$ cat src/rtl/active_list_commit_pkg.sv
// Shared CPU width constants for the rename/commit pipeline registers and the active list.
package active_list_commit_pkg;

  localparam int DATA_W_C        = 32;
  localparam int REG_ADDR_W_C    = 5;
  localparam int PHYS_ADDR_W_C   = REG_ADDR_W_C + 1;
  localparam int FREE_LIST_W_C   = 3;
  localparam int AL_DEPTH_C      = 1 << FREE_LIST_W_C;

endpackage

$ cat src/rtl/active_list_commit.sv
// In-order retirement buffer: rename allocates at the tail, writeback marks entries done,
// and the head retires one completed entry per cycle, returning its old physical register.
module active_list_commit
  import active_list_commit_pkg::*;
#(
  parameter int DATA_WIDTH      = DATA_W_C,
  parameter int REG_ADDR_WIDTH  = REG_ADDR_W_C,
  parameter int FREE_LIST_WIDTH = FREE_LIST_W_C
) (
  input  logic                       clk,
  input  logic                       rst_n,
  input  logic                       flush,
  input  logic                       alloc_valid,
  output logic                       alloc_ready,
  input  logic [REG_ADDR_WIDTH-1:0]  alloc_virtual_addr,
  input  logic [REG_ADDR_WIDTH:0]    alloc_physical_addr,
  input  logic [REG_ADDR_WIDTH:0]    alloc_old_physical_addr,
  output logic [FREE_LIST_WIDTH-1:0] alloc_index,
  input  logic                       wb_reg,
  input  logic [FREE_LIST_WIDTH-1:0] active_list_index,
  input  logic                       commit_stall,
  output logic                       commit_valid,
  output logic [REG_ADDR_WIDTH-1:0]  commit_virtual_addr,
  output logic [REG_ADDR_WIDTH:0]    commit_physical_addr,
  output logic [REG_ADDR_WIDTH:0]    commit_free_addr,
  output logic [FREE_LIST_WIDTH:0]   count
);

  localparam int DEPTH = 1 << FREE_LIST_WIDTH;
  localparam logic [FREE_LIST_WIDTH:0] DEPTH_C = (FREE_LIST_WIDTH+1)'(DEPTH);

  if (DATA_WIDTH < 1 || REG_ADDR_WIDTH < 1 || FREE_LIST_WIDTH < 1) begin : g_bad_params
    $error("active_list_commit: widths must be positive");
  end

  logic [DEPTH-1:0]           valid_q, valid_d;
  logic [DEPTH-1:0]           done_q, done_d;
  logic [FREE_LIST_WIDTH-1:0] head_q, head_d;
  logic [FREE_LIST_WIDTH-1:0] tail_q, tail_d;
  logic [FREE_LIST_WIDTH:0]   count_q, count_d;

  logic [REG_ADDR_WIDTH-1:0]  virt_q [DEPTH];
  logic [REG_ADDR_WIDTH:0]    phys_q [DEPTH];
  logic [REG_ADDR_WIDTH:0]    old_q  [DEPTH];

  logic                       commit_valid_q;
  logic [REG_ADDR_WIDTH-1:0]  commit_virt_q;
  logic [REG_ADDR_WIDTH:0]    commit_phys_q;
  logic [REG_ADDR_WIDTH:0]    commit_free_q;

  logic alloc_fire;
  logic wb_fire;
  logic commit_fire;

  assign alloc_ready = (count_q < DEPTH_C);
  assign alloc_index = tail_q;
  assign count       = count_q;

  // Flush squashes everything, so every event is gated by it. A completion aimed at the
  // slot being allocated this cycle sees an invalid entry and is dropped naturally.
  always_comb begin
    alloc_fire  = alloc_valid && alloc_ready && !flush;
    wb_fire     = wb_reg && valid_q[active_list_index] && !done_q[active_list_index] && !flush;
    commit_fire = valid_q[head_q] && done_q[head_q] && !commit_stall && !flush;

    valid_d = valid_q;
    done_d  = done_q;
    head_d  = head_q;
    tail_d  = tail_q;
    count_d = count_q;

    if (flush) begin
      valid_d = '0;
      done_d  = '0;
      head_d  = '0;
      tail_d  = '0;
      count_d = '0;
    end else begin
      if (wb_fire) begin
        done_d[active_list_index] = 1'b1;
      end
      if (commit_fire) begin
        valid_d[head_q] = 1'b0;
        done_d[head_q]  = 1'b0;
        head_d          = head_q + 1'b1;
      end
      if (alloc_fire) begin
        valid_d[tail_q] = 1'b1;
        done_d[tail_q]  = 1'b0;
        tail_d          = tail_q + 1'b1;
      end
      case ({alloc_fire, commit_fire})
        2'b10:   count_d = count_q + 1'b1;
        2'b01:   count_d = count_q - 1'b1;
        default: count_d = count_q;
      endcase
    end
  end

  always_ff @(posedge clk or negedge rst_n) begin
    if (!rst_n) begin
      valid_q        <= '0;
      done_q         <= '0;
      head_q         <= '0;
      tail_q         <= '0;
      count_q        <= '0;
      commit_valid_q <= 1'b0;
      commit_virt_q  <= '0;
      commit_phys_q  <= '0;
      commit_free_q  <= '0;
    end else begin
      valid_q        <= valid_d;
      done_q         <= done_d;
      head_q         <= head_d;
      tail_q         <= tail_d;
      count_q        <= count_d;
      commit_valid_q <= commit_fire;
      if (commit_fire) begin
        commit_virt_q <= virt_q[head_q];
        commit_phys_q <= phys_q[head_q];
        commit_free_q <= old_q[head_q];
      end
    end
  end

  // Payload storage needs no reset: an entry is only read after its valid bit is set.
  always_ff @(posedge clk) begin
    if (alloc_fire) begin
      virt_q[tail_q] <= alloc_virtual_addr;
      phys_q[tail_q] <= alloc_physical_addr;
      old_q[tail_q]  <= alloc_old_physical_addr;
    end
  end

  assign commit_valid         = commit_valid_q;
  assign commit_virtual_addr  = commit_virt_q;
  assign commit_physical_addr = commit_phys_q;
  assign commit_free_addr     = commit_free_q;

endmodule

$ cat config.mk
export PLATFORM = sky130hd
export DESIGN_NAME = active_list_commit
export DESIGN_NICKNAME = d
export VERILOG_FILES = /design/src/rtl/active_list_commit_pkg.sv /design/src/rtl/active_list_commit.sv
export SDC_FILE = /design/constraint.sdc
export NUM_CORES = 1
export LEC_CHECK = 0
export BUFFER_PORTS_ARGS = -buffer_cell sky130_fd_sc_hd__buf_2
export CAP_MARGIN = 20
export CORE_MARGIN = 10
export CORE_UTILIZATION = 60
export DETAILED_ROUTE_END_ITERATION = 10
export GPL_TIMING_DRIVEN = 1
export HOLD_SLACK_MARGIN = 0.05
export PLACE_DENSITY_LB_ADDON = 0.15
export SLEW_MARGIN = 25
export SYNTH_ARGS = -nofsm -noshare
export SYNTH_HDL_FRONTEND = slang
export SYNTH_SLANG_ARGS = --single-unit
export TNS_END_PERCENT = 50
$ cat constraint.sdc
create_clock -name clk -period 3.9 [get_ports clk]
set_input_delay 0.195 -clock clk [delete_from_list [all_inputs] [get_ports clk]]
set_output_delay 0.195 -clock clk [all_outputs]
set_load 0.01 [all_outputs]
==> impl_metrics.csv, run 1 <==
group,metric,value,unit
run_status,status,"complete, no violations",
global_routing,grt_start_max_net_pins,45,
clock_network,cts-root-buf,"clkbuf_16",
synthesis,synthesis.nets,531,
setup_path,cp_data_required_time,4.25,ns
routing,drt-met1-wl,7.04,mm
placed_design,dp.final_hpwl,9.91,mm
sta,worst_clock_skew,0.00506,ns
global_routing,grt_pass1_vias,4756,
final_layout,insertedDiodeCount,0,
power,cellPowerDensity,471,mW/mm^2
sta,worst_max_slew_pin_slew,0.678,ns
hold_path,hp-class,"in -> reg",
sta,grt_setup_unrepaired,"false",
setup_path,crit-reg2reg-capture,"count[3]",
placed_design,placed_cells_incl_taps,705,
sta,timing.setup.tns,0,ns
synthesis,yosysTopAreaCell,"edfxtp_1",
final_layout,final_standard_cell_utilization_of_the_core,0.716,
setup_path,setup.worst_path.start_class,"register",
hold_path,hold_path_depth,1,
die,std_cell_rows,40,
clock_network,tritoncts_clock_tree,"yes",
synthesis,yosys_warnings,0,
routing,routed.top_layer,"met4",
die,die_w,131,um
routing,via_count_normalized_by_instance_count,6.14,
setup_path,r2r_setup_slack,0.68,ns
routing,wl_per_cell,22.2,um
synthesis,ys_ff_latch,180,
final_layout,finish.net_count,601,
setup_path,worst_r2r_path_depth,10,
hold_path,min-delay-start,"alloc_old_physical_addr[3]",
synthesis,syn-mean-instance-area,14.8,sq um
sta,setup_violations,0,
synthesis,synth_enable_flop_cells,136,
final_layout,area.growth.synth_to_final,16.2,%
routing,detailroute.via_count,4616,
sta,fmaxAchievable,0.310,GHz
power,power.ir.vdd_worst,0.394,mV
routing,drc_errors,0,
setup_path,cp_num_buf_inv,0,
setup_path,cp_data_arrival_time,3.57,ns
clock_network,clock_latency_of_the_later_clocked_register_in_the_worst_skew_pair,0.43,ns
setup_path,slowest_cell_delay_on_critical_path,0.50,ns
synthesis,ys_top_cells_by_area,"edfxtp_1 (55%), dfrtp_1 (15%), mux4_2 (3.6%), a21oi_1 (2.8%), mux2i_1 (2.4%)",
routing,routed_wl,16.7,mm
setup_path,timing_worst_setup_path_type,"reg -> reg",
sta,final_period_minus_worst_setup_slack,3.22,ns
synthesis,ys_seq_area_frac,0.698,
clock_network,worst_setup_hold_path_clk_slew,0.06,ns
flow_run,max-cap-violations,0,
setup_path,crit_path_top_delay_cell,"dfrtp_1",
global_routing,grt_use_total,0.199,
routing,drt_iter0_markers,442,
synthesis,synth.top_cell.area_share,0.550,
sta,final-max-slew-violation-count,0,
final_layout,drive_gt1_frac,0.235,
die,core_region_area,0.0121,sq mm
routing,antenna_left,0,
power,total_leakage_power,3.21,nW
setup_path,critical_path_peak_fanout,34,
setup_path,reg2reg_from,"head_q[1]",
sta,layout_worst_path_cycle_share,0.827,
die,floorplan.die_area,0.0172,sq mm
global_routing,antenna_violations_before_repair,0,
final_layout,non_filler_instances,752,
global_routing,grt_overflow_total,0,
synthesis,synth_instances,501,
synthesis,synth-async-reset-ratio,0.244,
synthesis,yosys_most_used_dff,"edfxtp_1",
hold_path,min_delay_worst_endpoint,"old_q[3][3]",
clock_network,clockBufferDepth,2,
synthesis,netlist-cell-type-count,62,
placed_design,dpl_cell_area,0.00785,sq mm
die,pin_count,52,
synthesis,syn_area,0.00743,sq mm
clock_network,htree_levels,4,
routing,route.met3.wl,878,um
placed_design,gp_congestion,0.882,
final_layout,stdcell_area,0.00863,sq mm
clock_network,clock-sinks,180,
routing,detailroute.wirelength.met2,8.49,mm
die,die_h,131,um
sta,timing.final.hold_violations,0,
placed_design,port-buffer-count,51,
setup_path,timing.critical_path.to_type,"register",
clock_network,cts_made_buffers,17,
setup_path,cells_traversed_along_the_worst_timing_path,"and2_1, a311o_1, or2_1, nand3_4, nor2_1, ha_1, o21ai_0, nand2b_1, or4_1, a31oi_1",
die,initial_core_utilization,0.616,
global_routing,global_route_wire_length_before_repair,26.8,mm
setup_path,path_delay_family,"simple AND/OR/NAND/NOR gates",
sta,fin_hold_ws,0.0580,ns
routing,drt_pass1_iterations,6,
sta,maxSlewHeadroom,0.546,
==> cell usage in the layout, fill, tap and decap left out, types with 3 or more instances in the layout <==
cell	n
a21o_1	3
a21oi_1	41
a221oi_1	17
a22o_1	5
a22oi_1	3
a31oi_1	4
and3_1	3
buf_2	50
buf_4	14
bufinv_16	5
clkbuf_16	17
clkinv_2	5
dfrtp_1	42
dlygate4sd3_1	15
edfxtp_1	136
ha_1	4
inv_1	10
mux2_2	11
mux2i_1	18
mux4_2	12
nand2_1	28
nand2b_1	4
nand3_1	9
nor2_1	36
nor2_2	5
nor2b_1	6
nor3_1	5
o21ai_0	20
o22ai_1	3
o32ai_1	3
xor2_1	3
==> cell families (layout without fill, tap and decap cells) <==
kind of cell,count (synthesis),in the layout,share of synthesized area
AO/OA/AOI/OAI,113,113,0.100
XOR/XNOR,5,5,0.00590
adder cells (fa/ha/maj),4,4,0.00674
buffers and inverters,39,122,0.0286
flip-flops,180,180,0.698
multiplexers,41,41,0.0773
AND/OR/NAND/NOR,119,119,0.0832
==> per-stage QoR <==
| stage | worst slack, ns | total power, mW |
|---|---|---|
| 4_1_cts | 0.689 | 4.08 |
| 6_report | 0.677 | 4.07 |
| 3_3_place_gp | 0.783 | 2.27 |
| 3_5_place_dp | 0.660 | 2.27 |
| 2_1_floorplan | 1.15 | 2.21 |
| 5_1_grt | 0.442 | 4.19 |
==> sequential cells by signal (all words and copies together) (netlist names) <==
register              cells
old_q                    48
phys_q                   48
virt_q                   40
done_q                    8
valid_q                   8
commit_free_addr          6
commit_physical_addr      6
commit_virtual_addr       5
count                     4
alloc_index               3
head_q                    3
commit_valid              1
==> layout make-up <==
class                      instances  area, sq um
clock buffer                      17          425
clock inverter                    15          211
fill                             802         3430
inverter                          11         41.3
multi-input combinational        282         2050
sequential                       180         5190
tap                              168          210
timing repair buffer              79          505
==> Yosys cell counts, drive strengths merged, types with 2 or more instances <==
| cell | count |
|---|---|
| a21o | 3 |
| a21oi | 42 |
| a221oi | 17 |
| a22o | 5 |
| a22oi | 3 |
| a31oi | 5 |
| and2 | 3 |
| and3 | 3 |
| buf | 15 |
| clkbuf | 13 |
| dfrtp | 44 |
| edfxtp | 136 |
| ha | 4 |
| inv | 10 |
| mux2 | 11 |
| mux2i | 18 |
| mux4 | 12 |
| nand2 | 29 |
| nand2b | 4 |
| nand3 | 10 |
| nand3b | 2 |
| nor2 | 41 |
| nor2b | 6 |
| nor3 | 7 |
| nor3b | 3 |
| nor4 | 3 |
| o211ai | 2 |
| o21a | 2 |
| o21ai | 21 |
| o22ai | 3 |
| o32ai | 3 |
| xnor2 | 2 |
| xor2 | 3 |
==> where the power goes <==
| part | total (mW) | leakage [nW] | internal [mW] | switching, mW |
|---|---|---|---|---|
| Sequential | 2.10 | 1.84 | 2.09 | 0.0129 |
| Clock | 1.82 | 0.310 | 1.13 | 0.692 |
| Combinational | 0.144 | 1.07 | 0.0523 | 0.0919 |
| Total | 4.07 | 3.21 | 3.27 | 0.797 |
==> layer usage <==
layer	vias to the layer above	GRT usage
met3	30	0.0469
met4	0	0.0705
li1	2061	-
met1	2354	0.251
met2	171	0.329
met5	-	0
==> worst max path at each step <==
stage,start,to,slack [ns],depth (start not counted)
global placement,head_q[1],count[3],0.78,10
finish,head_q[1],count[3],0.68,10
detailed placement,head_q[1],count[3],0.66,10
floorplan,count[3],done_q[0],1.15,6
CTS,head_q[1],count[3],0.69,10
global route,head_q[1],count[3],0.44,10
==> repair_timing <==
item / CTS / global route
hold buffers: 15 / 0
buffers inserted: 0 / 0
gates resized for setup: 0 / 0
endpoints found under the hold margin: 156 / 0
Power figures use the tool's default switching activity.
==> run 2, diff against run 1 <==
--- a/config.mk
+++ b/config.mk
@@ -8,7 +8,7 @@
 export BUFFER_PORTS_ARGS = -buffer_cell sky130_fd_sc_hd__buf_2
 export CAP_MARGIN = 20
 export CORE_MARGIN = 10
-export CORE_UTILIZATION = 60
+export CORE_UTILIZATION = 54
 export DETAILED_ROUTE_END_ITERATION = 10
 export GPL_TIMING_DRIVEN = 1
 export HOLD_SLACK_MARGIN = 0.05
==> constraint.sdc (replaced) <==
create_clock -name clk -period 2.9 [get_ports clk]
set_input_delay 0.145 -clock clk [delete_from_list [all_inputs] [get_ports clk]]
set_output_delay 0.145 -clock clk [all_outputs]
set_load 0.01 [all_outputs]
==> run 2 against run 1 <==
Routed wire length down 2.4%. Hold slack better by 0.10 ns. Fmax up 22%. Clock power up 38%. Final area up 2.0%. Largest cell class unchanged.
==> impl_metrics.csv, run 2 (same netlist as run 1, synthesis figures left out) <==
group,metric,value,unit
run_status,status,"complete, no violations",
clock_network,cts-root-buf,"clkbuf_16",
clock_network,ctsHoldBuffers,19,
global_routing,global_route_wire_length_before_repair,26.0,mm
placed_design,gp_congestion,0.901,
die,std_cell_rows,42,
global_routing,grt_start_max_net_pins,43,
global_routing,gr-usage-met3,0.0546,
clock_network,tritoncts_clock_tree,"yes",
power,cellPowerDensity,630,mW/mm^2
die,die_h,137,um
clock_network,cts_setup_buffers,0,
final_layout,commonest_non_fill_non_tap_cell_in_the_layout,"edfxtp_1",
power,total_leakage_power,3.30,nW
setup_path,cp_num_buf_inv,0,
setup_path,cells_traversed_along_the_worst_timing_path,"and2_1, a311o_1, or2_1, nand3_4, nor2_1, ha_1, o21ai_0, nand2b_1, or4_1, a31oi_1",
die,core_region_area,0.0133,sq mm
routing,drt_pass1_iterations,5,
sta,worst_clock_skew,0.00798,ns
flow_run,max-cap-violations,0,
die,floorplan.die_area,0.0188,sq mm
clock_network,clock-sinks,180,
placed_design,dp.final_hpwl,10.4,mm
die,die_w,137,um
setup_path,path_delay_family,"simple AND/OR/NAND/NOR gates",
sta,maxSlewHeadroom,0.596,
setup_path,timing_worst_setup_path_type,"reg -> reg",
final_layout,insertedDiodeCount,0,
sta,grt_setup_unrepaired,"false",
placed_design,port-buffer-count,51,
global_routing,met2_track_utilization_from_global_routing,0.279,
setup_path,crit_cells,10,
sta,final_period_minus_worst_setup_slack,2.65,ns
setup_path,setup.worst_path.start_class,"register",
routing,via_count_normalized_by_instance_count,5.82,
clock_network,worst_setup_hold_path_clk_slew,0.07,ns
die,initial_core_utilization,0.557,
setup_path,critical_path_peak_fanout,7,
global_routing,grt_overflow_total,0,
clock_network,clock_latency_of_the_later_clocked_register_in_the_worst_skew_pair,0.43,ns
routing,antenna_left,0,
sta,setup_violations,0,
clock_network,cts_made_buffers,17,
final_layout,layout.cells.most_common_list,"edfxtp_1 (136), buf_2 (51), dfrtp_1 (42)",
setup_path,slowest_cell_delay_on_critical_path,0.44,ns
global_routing,met1_usage,0.242,
routing,routed_wl,16.3,mm
global_routing,grt-busiest-layer,"met2",
final_layout,n_fill_cell,990,
routing,drt_iter0_markers,502,
clock_network,cts_resized,0,
final_layout,area.growth.synth_to_final,18.5,%
clock_network,clockBufferDepth,2,
final_layout,final_standard_cell_utilization_of_the_core,0.660,
hold_path,hold_path_depth,2,
power,power.ir.vdd_worst,0.616,mV
global_routing,grt_use_total,0.182,
setup_path,worst_r2r_path_depth,10,
routing,drc_errors,0,
sta,worst_max_slew_pin_slew,0.607,ns
routing,wl_per_cell,21.0,um
final_layout,finish.net_count,618,
sta,layout_worst_path_cycle_share,0.913,
die,pin_count,52,
sta,timing.setup.tns,0,ns
setup_path,crit_path_top_delay_cell,"dfrtp_1",
setup_path,cp_data_required_time,3.25,ns
sta,final-max-slew-violation-count,0,
routing,detailroute.via_count,4526,
sta,timing.final.hold_violations,0,
final_layout,reg.largest.list,"old_q: 48 flops, phys_q: 48 flops, virt_q: 40 flops",
global_routing,grt_pass1_vias,4712,
setup_path,cp_data_arrival_time,3.00,ns
final_layout,drive_gt1_frac,0.248,
clock_network,htree_levels,4,
sta,fmaxAchievable,0.378,GHz
setup_path,timing.critical_path.to_type,"register",
global_routing,antenna_violations_before_repair,0,
hold_path,hp-class,"in -> reg",
## run 2: changes by cell type in the layout (fill, tap and decap cells not counted)
cell,before,now
inv_8,0,1
buf_4,14,25
buf_2,50,51
clkinvlp_4,2,1
dlygate4sd3_1,15,19
clkinv_2,5,1
inv_6,1,2
clkinv_4,1,3
buf_12,0,1
clkinv_1,2,3
## run 2: cell type report
cell class / count / area (sq um) / area share
clock inverters: 15 / 225 / 0.0256
well taps: 176 / 220 / 0.0250
inverters: 11 / 41.3 / 0.00469
flip-flops and latches: 180 / 5190 / 0.589
multi-input cells: 282 / 2050 / 0.233
clock buffers: 17 / 425 / 0.0483
repair buffers: 96 / 653 / 0.0742
## run 2: through the flow
| step | total power [mW] | area, sq um | hold slack, ns | worst slack, ns | instances |
|---|---|---|---|---|---|
| floorplan | 2.97 | 7430 | -0.151 | 0.155 | 501 |
| global placement | 3.06 | 7970 | 0.167 | 0.322 | 726 |
| detailed placement | 3.07 | 7970 | 0.177 | 0.259 | 726 |
| CTS | 5.56 | 8810 | 0.150 | 0.251 | 777 |
| global route | 5.72 | 8810 | 0.183 | 0.0675 | 777 |
| finish | 5.55 | 8810 | 0.158 | 0.252 | 777 |
## run 2: final timing paths
| path | endpoint | start | slack, ns |
|---|---|---|---|
| worst max-delay path | count[3] | head_q[1] | 0.25 |
| worst min-delay path | alloc_index[0] | flush | 0.16 |
| worst max register to register | count[3] | head_q[1] | 0.25 |
| worst min register to register | commit_physical_addr[5] | commit_physical_addr[5] | 0.48 |
| max in group asynchronous | count[3] | rst_n | 1.92 |
| min in group asynchronous | commit_virtual_addr[3] | rst_n | 0.24 |
## run 2: report_power, final
group          internal [mW]  switching, mW  total [mW]
logic                 0.0800          0.124       0.204
clock network           1.54          0.976        2.51
registers               2.81         0.0175        2.83
total                   4.43           1.12        5.55
## run 2: layer usage
metal / share of wire / vias to the layer above
met2: 0.48 / 157
met3: 0.066 / 30
met5: 0 / -
li1: - / 2096
met4: 0.020 / 0
met1: 0.43 / 2243
==> run 3, diff against run 2 <==
--- a/config.mk
+++ b/config.mk
@@ -7,12 +7,14 @@
 export LEC_CHECK = 0
 export BUFFER_PORTS_ARGS = -buffer_cell sky130_fd_sc_hd__buf_2
 export CAP_MARGIN = 20
+export CELL_PAD_IN_SITES_DETAIL_PLACEMENT = 1
+export CELL_PAD_IN_SITES_GLOBAL_PLACEMENT = 2
 export CORE_MARGIN = 10
-export CORE_UTILIZATION = 54
+export CORE_UTILIZATION = 39
 export DETAILED_ROUTE_END_ITERATION = 10
 export GPL_TIMING_DRIVEN = 1
 export HOLD_SLACK_MARGIN = 0.05
-export PLACE_DENSITY_LB_ADDON = 0.15
+export PLACE_DENSITY = 0.77
 export SLEW_MARGIN = 25
 export SYNTH_ARGS = -nofsm -noshare
 export SYNTH_HDL_FRONTEND = slang
==> run 3 against run 2 <==
Global-route usage decreased by 3.0 points. Fmax is 3.4% higher. Clock-buffer cell count unchanged. Final cell count is 7.1% higher. Core utilization fell by 19 points. Routed wire length increased by 12%. Clock skew rose by 0.0028 ns. Critical path depth is the same. Non-clock buffer count shrank 3. Sequential share of layout area increased by 0.32 points. Sequential cell count stayed put. Register-to-register slack improved by 0.09 ns. Critical endpoint unchanged. Largest power group unchanged. Highest routed layer unchanged.
==> impl_metrics.csv, run 3 (same netlist as run 1, synthesis figures left out) <==
group,metric,value,unit
setup_path,cells_traversed_along_the_worst_timing_path,"and2_1, a311o_1, or2_1, nand3_4, nor2_1, ha_1, o21ai_0, nand2b_1, or4_1, a31oi_1",
routing,via_count_normalized_by_instance_count,5.50,
sta,final_period_minus_worst_setup_slack,2.56,ns
die,std_cell_rows,50,
routing,antenna_left,0,
clock_network,cts_made_buffers,17,
hold_path,hp-class,"in -> reg",
sta,timing.setup.tns,0,ns
placed_design,placed_cells_incl_taps,781,
final_layout,finish.net_count,615,
setup_path,r2r_setup_slack,0.34,ns
die,pin_count,52,
final_layout,area.growth.synth_to_final,17.9,%
clock_network,tritoncts_clock_tree,"yes",
sta,worst_max_slew_pin_slew,0.692,ns
power,finalPower,5.23,mW
placed_design,port-buffer-count,51,
setup_path,timing.critical_path.to_type,"register",
setup_path,critical_path_peak_fanout,11,
global_routing,grt_use_total,0.152,
placed_design,dp.final_hpwl,11.6,mm
setup_path,cp_data_required_time,3.26,ns
final_layout,final_standard_cell_utilization_of_the_core,0.468,
setup_path,reg2reg_from,"head_q[0]",
clock_network,clock-sinks,180,
sta,fin_hold_ws,0.182,ns
clock_network,cts_resized,0,
power,total_leakage_power,3.24,nW
sta,timing.final.hold_violations,0,
setup_path,crit-reg2reg-capture,"count[3]",
clock_network,ctsHoldBuffers,19,
die,core_region_area,0.0187,sq mm
final_layout,non_filler_instances,832,
global_routing,grt_start_max_net_pins,46,
global_routing,antenna_violations_before_repair,0,
clock_network,worst_setup_hold_path_clk_slew,0.07,ns
routing,routed_wl,18.3,mm
routing,wl_per_cell,22.0,um
setup_path,cp_data_arrival_time,2.92,ns
setup_path,worst_r2r_path_depth,10,
die,die_h,158,um
setup_path,timing_worst_setup_path_type,"reg -> reg",
run_status,status,"complete, no violations",
flow_run,max-cap-violations,0,
routing,detailroute.via_count,4579,
hold_path,min_delay_worst_endpoint,"done_q[0]",
clock_network,htree_levels,4,
die,initial_core_utilization,0.397,
sta,layout_worst_path_cycle_share,0.883,
power,power.ir.vdd_worst,0.438,mV
global_routing,grt_overflow_total,0,
setup_path,setup.worst_path.start_class,"register",
sta,maxSlewHeadroom,0.539,
setup_path,crit_path_top_delay_cell,"dfrtp_2",
sta,setup_ws,0.339,ns
final_layout,insertedDiodeCount,0,
hold_path,min-delay-start,"active_list_index[1]",
final_layout,drive_gt1_frac,0.246,
clock_network,cts_setup_buffers,0,
final_layout,commonest_non_fill_non_tap_cell_in_the_layout,"edfxtp_1",
clock_network,clockBufferDepth,2,
routing,drc_errors,0,
global_routing,grt_pass1_vias,5039,
sta,fmaxAchievable,0.390,GHz
routing,drt_pass1_iterations,6,
sta,grt_setup_unrepaired,"false",
sta,worst_clock_skew,0.0108,ns
hold_path,hold_path_depth,4,
final_layout,reg.largest.list,"old_q: 48 flops, phys_q: 48 flops, virt_q: 40 flops",
clock_network,clock_latency_of_the_later_clocked_register_in_the_worst_skew_pair,0.44,ns
final_layout,layout.cells.most_common_list,"edfxtp_1 (136), buf_2 (51), dfrtp_1 (42)",
setup_path,slowest_cell_delay_on_critical_path,0.48,ns
placed_design,preCtsSetupSlack,0.353,ns
routing,drt_iter0_markers,327,
sta,setup_violations,0,
final_layout,stdcell_area,0.00876,sq mm
power,cellPowerDensity,597,mW/mm^2
clock_network,cts-root-buf,"clkbuf_16",
sta,final-max-slew-violation-count,0,
global_routing,global_route_wire_length_before_repair,28.7,mm
placed_design,gp_congestion,0.869,
die,floorplan.die_area,0.0250,sq mm
placed_design,dpl_cell_area,0.00800,sq mm
die,die_w,158,um
-- run 3: critical path, delay by kind of cell (launching register included) --
family	cells	cell delay, ns
AND/OR/NAND/NOR	6	1.09
adder cells (fa/ha/maj)	1	0.32
AO/OA/AOI/OAI	3	0.61
flip-flops	1	0.48
-- run 3: report_power, final --
group          switching [mW]  internal (mW)  total [mW]
registers              0.0190           2.81        2.83
clock network            1.06           1.13        2.19
logic                   0.125         0.0778       0.203
total                    1.21           4.02        5.23
-- run 3: how the worst max path moves through the flow --
stage                    from         to  slack, ns  cells after the start
floorplan            count[3]  done_q[0]       0.15                      6
global placement    head_q[0]   count[3]       0.39                     10
detailed placement  head_q[0]   count[3]       0.35                     10
CTS                 head_q[0]   count[3]       0.34                     10
global route        head_q[1]   count[3]       0.16                     11
finish              head_q[0]   count[3]       0.34                     10
-- run 3: cell type report --
class                   instances  area, sq um
fillers                      1870         9950
flip-flops and latches        180         5190
multi-input cells             282         2050
repair buffers                 93          618
clock buffers                  17          425
well taps                     234          293
clock inverters                15          140
inverters                      11         41.3
-- run 3: metal layers --
layer  wire length (um)  track usage  up-vias  part of all wire
met4                286       0.0569        0             0.016
li1                   -            -     2092                 -
met1               8010        0.192     2370              0.44
met3                776       0.0328       20             0.042
met5                  0            0        -                 0
met2               9220        0.251       97              0.50
